`src/rtl/multicycle_ctrl.sv`:
```
// Control FSM for the shared multi-cycle MIPS datapath: sequences FETCH/DECODE/EXEC/MEM/WB steps.
// Latency: R/addi/sw 4 cycles, lw 5, beq/j 3 with memory ready; outputs decode from the current state.
// Backpressure: memory states hold their request until mem_ready, trapping after WAIT_LIMIT idle cycles.
module multicycle_ctrl #(
    parameter int WAIT_LIMIT = 15
) (
    input  logic       clk,
    input  logic       rst_n,
    input  logic [5:0] op,
    input  logic       zero,
    input  logic       mem_ready,
    output logic       PCWrite,
    output logic       PCWriteCond,
    output logic       IorD,
    output logic       MemRead,
    output logic       MemWrite,
    output logic       IRWrite,
    output logic       MemtoReg,
    output logic       RegDst,
    output logic       RegWrite,
    output logic       ALUSrcA,
    output logic [1:0] ALUSrcB,
    output logic [1:0] ALUOp,
    output logic [1:0] PCSource,
    output logic [3:0] state_o,
    output logic       err
);
    localparam int CW = $clog2(WAIT_LIMIT + 1);

    typedef enum logic [3:0] {
        FETCH  = 4'd0,  DECODE = 4'd1,  MEMADR = 4'd2,  MEMRD  = 4'd3,
        MEMWB  = 4'd4,  MEMWR  = 4'd5,  EXEC   = 4'd6,  RWB    = 4'd7,
        BRANCH = 4'd8,  JUMP   = 4'd9,  ADDIEX = 4'd10, ADDIWB = 4'd11,
        TRAP   = 4'd12
    } state_t;

    state_t        state, state_nxt;
    logic [CW-1:0] wait_cnt;
    logic          err_q;
    logic          is_mem, timeout;

    // The zero flag is consumed by the datapath together with PCWriteCond.
    logic unused_zero;
    assign unused_zero = zero;

    assign is_mem  = (state == FETCH) || (state == MEMRD) || (state == MEMWR);
    assign timeout = (wait_cnt == CW'(WAIT_LIMIT - 1)) && !mem_ready;

    always_comb begin
        state_nxt = state;
        case (state)
            FETCH:  if (mem_ready) state_nxt = DECODE; else if (timeout) state_nxt = TRAP;
            DECODE: begin
                case (op)
                    6'b000000:            state_nxt = EXEC;
                    6'b100011, 6'b101011: state_nxt = MEMADR;
                    6'b000100:            state_nxt = BRANCH;
                    6'b000010:            state_nxt = JUMP;
                    6'b001000:            state_nxt = ADDIEX;
                    default:              state_nxt = TRAP;
                endcase
            end
            MEMADR: state_nxt = (op == 6'b100011) ? MEMRD : MEMWR;
            MEMRD:  if (mem_ready) state_nxt = MEMWB; else if (timeout) state_nxt = TRAP;
            MEMWR:  if (mem_ready) state_nxt = FETCH; else if (timeout) state_nxt = TRAP;
            EXEC:   state_nxt = RWB;
            ADDIEX: state_nxt = ADDIWB;
            MEMWB, RWB, BRANCH, JUMP, ADDIWB: state_nxt = FETCH;
            TRAP:   state_nxt = TRAP;
            default: state_nxt = TRAP;
        endcase
    end

    always_ff @(posedge clk or negedge rst_n) begin
        if (!rst_n) begin
            state    <= FETCH;
            wait_cnt <= '0;
            err_q    <= 1'b0;
        end else begin
            state <= state_nxt;
            // Counts only consecutive stalled cycles of the current memory state.
            if (is_mem && !mem_ready)
                wait_cnt <= wait_cnt + 1'b1;
            else
                wait_cnt <= '0;
            if (state_nxt == TRAP)
                err_q <= 1'b1;
        end
    end

    // Outputs are gated by rst_n so an asserted reset silences the datapath without waiting for a clock.
    always_comb begin
        PCWrite     = 1'b0;
        PCWriteCond = 1'b0;
        IorD        = 1'b0;
        MemRead     = 1'b0;
        MemWrite    = 1'b0;
        IRWrite     = 1'b0;
        MemtoReg    = 1'b0;
        RegDst      = 1'b0;
        RegWrite    = 1'b0;
        ALUSrcA     = 1'b0;
        ALUSrcB     = 2'b00;
        ALUOp       = 2'b00;
        PCSource    = 2'b00;
        if (rst_n) begin
            case (state)
                FETCH:  begin MemRead = 1'b1; ALUSrcB = 2'b01; IRWrite = mem_ready; PCWrite = mem_ready; end
                DECODE: ALUSrcB = 2'b11;
                MEMADR: begin ALUSrcA = 1'b1; ALUSrcB = 2'b10; end
                MEMRD:  begin MemRead = 1'b1; IorD = 1'b1; end
                MEMWB:  begin RegWrite = 1'b1; MemtoReg = 1'b1; end
                MEMWR:  begin MemWrite = 1'b1; IorD = 1'b1; end
                EXEC:   begin ALUSrcA = 1'b1; ALUOp = 2'b10; end
                RWB:    begin RegWrite = 1'b1; RegDst = 1'b1; end
                BRANCH: begin ALUSrcA = 1'b1; ALUOp = 2'b01; PCWriteCond = 1'b1; PCSource = 2'b01; end
                JUMP:   begin PCWrite = 1'b1; PCSource = 2'b10; end
                ADDIEX: begin ALUSrcA = 1'b1; ALUSrcB = 2'b10; end
                ADDIWB: RegWrite = 1'b1;
                default: ;
            endcase
        end
    end

    assign state_o = state;
    assign err     = rst_n & err_q;
endmodule

```
`config.mk`:
```
export PLATFORM = sky130hd
export DESIGN_NAME = multicycle_ctrl
export DESIGN_NICKNAME = d
export VERILOG_FILES = /design/src/rtl/multicycle_ctrl.sv
export SDC_FILE = /design/constraint.sdc
export NUM_CORES = 1
export LEC_CHECK = 0
export CAP_MARGIN = 5
export CORE_UTILIZATION = 43
export DETAILED_ROUTE_END_ITERATION = 8
export GPL_TIMING_DRIVEN = 0
export PLACE_DENSITY = 0.79
export SKIP_CTS_REPAIR_TIMING = 1
export SYNTH_ARGS = -nofsm -noshare
export SYNTH_HDL_FRONTEND = slang
export SYNTH_SLANG_ARGS = --single-unit
```
`constraint.sdc`:
```
create_clock -name clk -period 1.6 [get_ports clk]
set_input_delay 0.4 -clock clk [delete_from_list [all_inputs] [get_ports clk]]
set_output_delay 0.4 -clock clk [all_outputs]
set_load 0.01 [all_outputs]
```
==> results.py <==
metrics = {
    "clocking": {
        "cts_buffers": 3,
        "cts_root_buf": "clkbuf_4",
        "clk_latency_ns": 0.26,
        "clkTransAtPathRegs_ns": 0.06,
        "tritoncts": "yes",
        "clock-sinks": 9,
        "clk_path_buf_depth": 2,
        "htreeDepth": 1,
    },
    "sta": {
        "fmax_mhz": 515,
        "post-route-period-util_pct": 121,
        "finalHoldViolCount": 0,
        "tightest_slew_ns": 0.422,
        "rsz0062_at_grt": "yes",
        "setup_viol": 19,
        "fin_tns_setup_ns": -3.48,
        "final.setup.worst_slack_ns": -0.344,
        "min_period_ns": 1.94,
        "maxSlewHeadroom_pct": 71.8,
        "slew_viol_final": 0,
        "skew_ns": 0.00339,
    },
    "synthesis": {
        "ys.flop_type": "dfrtp_1",
        "async_reset_ff_share_pct": 100,
        "ys.warnings.count": 0,
        "syn_area_sq_um": 807,
        "synth_seq_area_share_pct": 27.9,
        "synth.net_count": 121,
        "postSynthCellCount": 109,
        "ys_types": 39,
        "postSynthAreaPerCell_sq_um": 7.40,
        "ys_seq_elements": 9,
        "synth_enable_flop_cells": 0,
    },
    "routing": {
        "wl_mm": 3.77,
        "drtIter0Drc": 60,
        "avgRoutedWirePerCell_microns": 19.3,
        "drt_drc_violations_left": 0,
        "drtAntennaViolNets": 0,
        "viasPerCell": 6.10,
        "vias": 1196,
        "first_pass_iters": 4,
    },
    "power": {
        "vdd_ir_drop_max_mv": 0.413,
        "intPower_w": 0.000353,
        "p_sw_share_pct": 24.1,
        "combPwrFrac_pct": 14.0,
        "p_per_area_nw_per_um2": 294,
        "p_clk_share_pct": 37.1,
        "p_leak_nw": 0.806,
        "p_seq_share_pct": 48.9,
        "p_switching_w": 0.000112,
    },
    "final_layout": {
        "stdcell_count": 196,
        "area_delta_synth_final_pct": 96.1,
        "drive_above_1_share_pct": 48.5,
        "multi_input_area_sq_um": 669,
        "diodes": 0,
        "fillers": 72,
        "fin_nets": 184,
        "ff_latch_area_sq_um": 228,
        "fin_util_pct": 90.7,
    },
    "die": {
        "die_w_microns": 45.3,
        "die_h_microns": 45.3,
        "placementRows": 15,
        "io_pins": 31,
        "start_util_pct": 46.2,
        "coreArea_sq_um": 1750,
        "dieArea_sq_um": 2050,
    },
    "global_route": {
        "grt_overflow_total": 0,
        "grt_pass1_vias": 806,
        "antenna_found_initial": 0,
        "track_usage_pct": 24.4,
        "grt_start_max_net_pins": 18,
        "grt_pass1_wl_mm": 3.60,
    },
    "setup_path": {
        "critPathKind": "flip-flop to primary output",
        "crit_required_ns": 1.20,
        "ff2ff_setup_slack_ns": -0.11,
        "cp-endpoint": "RegWrite",
        "r2r-end": "err_q",
        "path_depth": 7,
        "crit_chain": "buf_12, nand2b_4, nand2_4, nor3b_2, a31oi_1, nor2b_1, buf_2",
        "rr_worst_depth": 6,
        "critPathBufInv": 2,
        "critPathCaptureType": "primary output",
        "cp-startpoint": "state_o[0]",
        "critical-path-top-delay-family": "simple AND/OR/NAND/NOR gates",
        "slowest_delay_ns": 0.44,
        "cp_slowest_cell": "dfrtp_2",
        "path_max_fanout": 4,
        "critPathLaunchType": "flip-flop",
        "r2r_start": "state_o[2]",
        "cp.arrival_ns": 1.54,
    },
    "place": {
        "pre_cts_slack_ns": -1.15,
        "placed_cells": 163,
        "port_buffers": 29,
        "gp_congestion": 0.910,
        "hpwlAfterDp_mm": 1.69,
    },
    "run": {
        "maxCapViolCount": 0,
    },
    "run_status": {
        "status": "complete, but fails checks",
        "violations": "setup timing",
    },
    "min_path": {
        "hold_path.class": "flip-flop to flip-flop",
    },
}
cell type report:
class	count	area share [%]
tap	25	1.98
inverter	3	1.19
multi-input combinational	91	42.3
timing repair buffer	58	33.7
clock buffer	4	1.66
buffer	6	4.82
sequential	9	14.4
routing by layer:
| layer | vias up | GRT usage [%] | wire [microns] | part of all wire [%] |
|---|---|---|---|---|
| li1 | 517 | - | - | - |
| met1 | 549 | 32.8 | 1350 | 36 |
| met2 | 102 | 38.3 | 1820 | 48 |
| met3 | 28 | 4.00 | 416 | 11 |
| met4 | 0 | 10.9 | 179 | 4.7 |
| met5 | - | 0 | 0 | 0 |
Yosys cell counts (2+ instances only):
master | number | share of area (%)
a21oi_1 | 4 | 2.5
a31oi_1 | 3 | 2.3
buf_2 | 5 | 3.1
dfrtp_1 | 9 | 28
ha_1 | 2 | 3.1
inv_1 | 2 | 0.93
nand2_1 | 10 | 4.7
nand2b_1 | 2 | 1.6
nand3_1 | 5 | 3.1
nor2_1 | 18 | 8.4
nor2b_1 | 2 | 1.6
nor3_1 | 9 | 5.6
nor3b_1 | 4 | 3.7
o211ai_1 | 2 | 1.9
o21ai_0 | 4 | 2.5
o21ai_1 | 2 | 1.2
o22ai_1 | 2 | 1.6
xor2_1 | 3 | 3.3
cell families after synthesis:
family | share of synthesized area (%)
flops | 27.9
compound gates | 20.8
buf+inv | 5.43
xor+xnor | 4.34
fa+ha+maj | 3.10
simple gates | 38.5
worst min path at each step:
stage	start	to	slack (ns)	cells past startpoint
3_3_place_gp	err_q	err_q	0.43	1
5_1_grt	err_q	err_q	0.51	1
4_1_cts	err_q	err_q	0.48	1
6_report	err_q	err_q	0.49	1
3_5_place_dp	err_q	err_q	0.47	1
2_1_floorplan	rst_n	err_q	0.10	0
cells in the final DEF (no fill, tap or decap), types with 3 or more instances in the layout:
| master | n |
|---|---|
| buf_6 | 11 |
| buf_12 | 3 |
| a31oi_1 | 3 |
| clkbuf_4 | 3 |
| a21oi_1 | 3 |
| dlymetal6s2s_1 | 11 |
| nor3b_2 | 3 |
| xor2_1 | 3 |
| dfrtp_1 | 7 |
| o21ai_0 | 4 |
| nor2_2 | 4 |
| nand2_1 | 6 |
| nand3_1 | 4 |
| nor3_1 | 6 |
| buf_4 | 21 |
| buf_2 | 14 |
| nor2_1 | 12 |
power groups by stage:
| stage | Sequential (W) | Combinational (W) | Clock [W] |
|---|---|---|---|
| 4_1_cts | 0.000228 | 0.0000564 | 0.000179 |
| 2_1_floorplan | 0.000232 | 0.0000160 | 0 |
| 3_5_place_dp | 0.000232 | 0.0000561 | 0 |
| 5_1_grt | 0.000227 | 0.0000710 | 0.000185 |
| 6_report | 0.000228 | 0.0000652 | 0.000173 |
| 3_3_place_gp | 0.000232 | 0.0000549 | 0 |
sequential cells by signal, indices dropped and copies added, names as in the netlist:
name      cells
err_q         1
wait_cnt      4
state_o       4
per-stage QoR:
| step | hold WS (ns) | instance area, sq um | power [W] |
|---|---|---|---|
| 2_1_floorplan | 0.104 | 855 | 0.000248 |
| 3_3_place_gp | 0.432 | 1180 | 0.000287 |
| 3_5_place_dp | 0.470 | 1180 | 0.000288 |
| 4_1_cts | 0.483 | 1200 | 0.000463 |
| 5_1_grt | 0.511 | 1580 | 0.000484 |
| 6_report | 0.488 | 1580 | 0.000465 |
(Power assumes the default switching activity.)
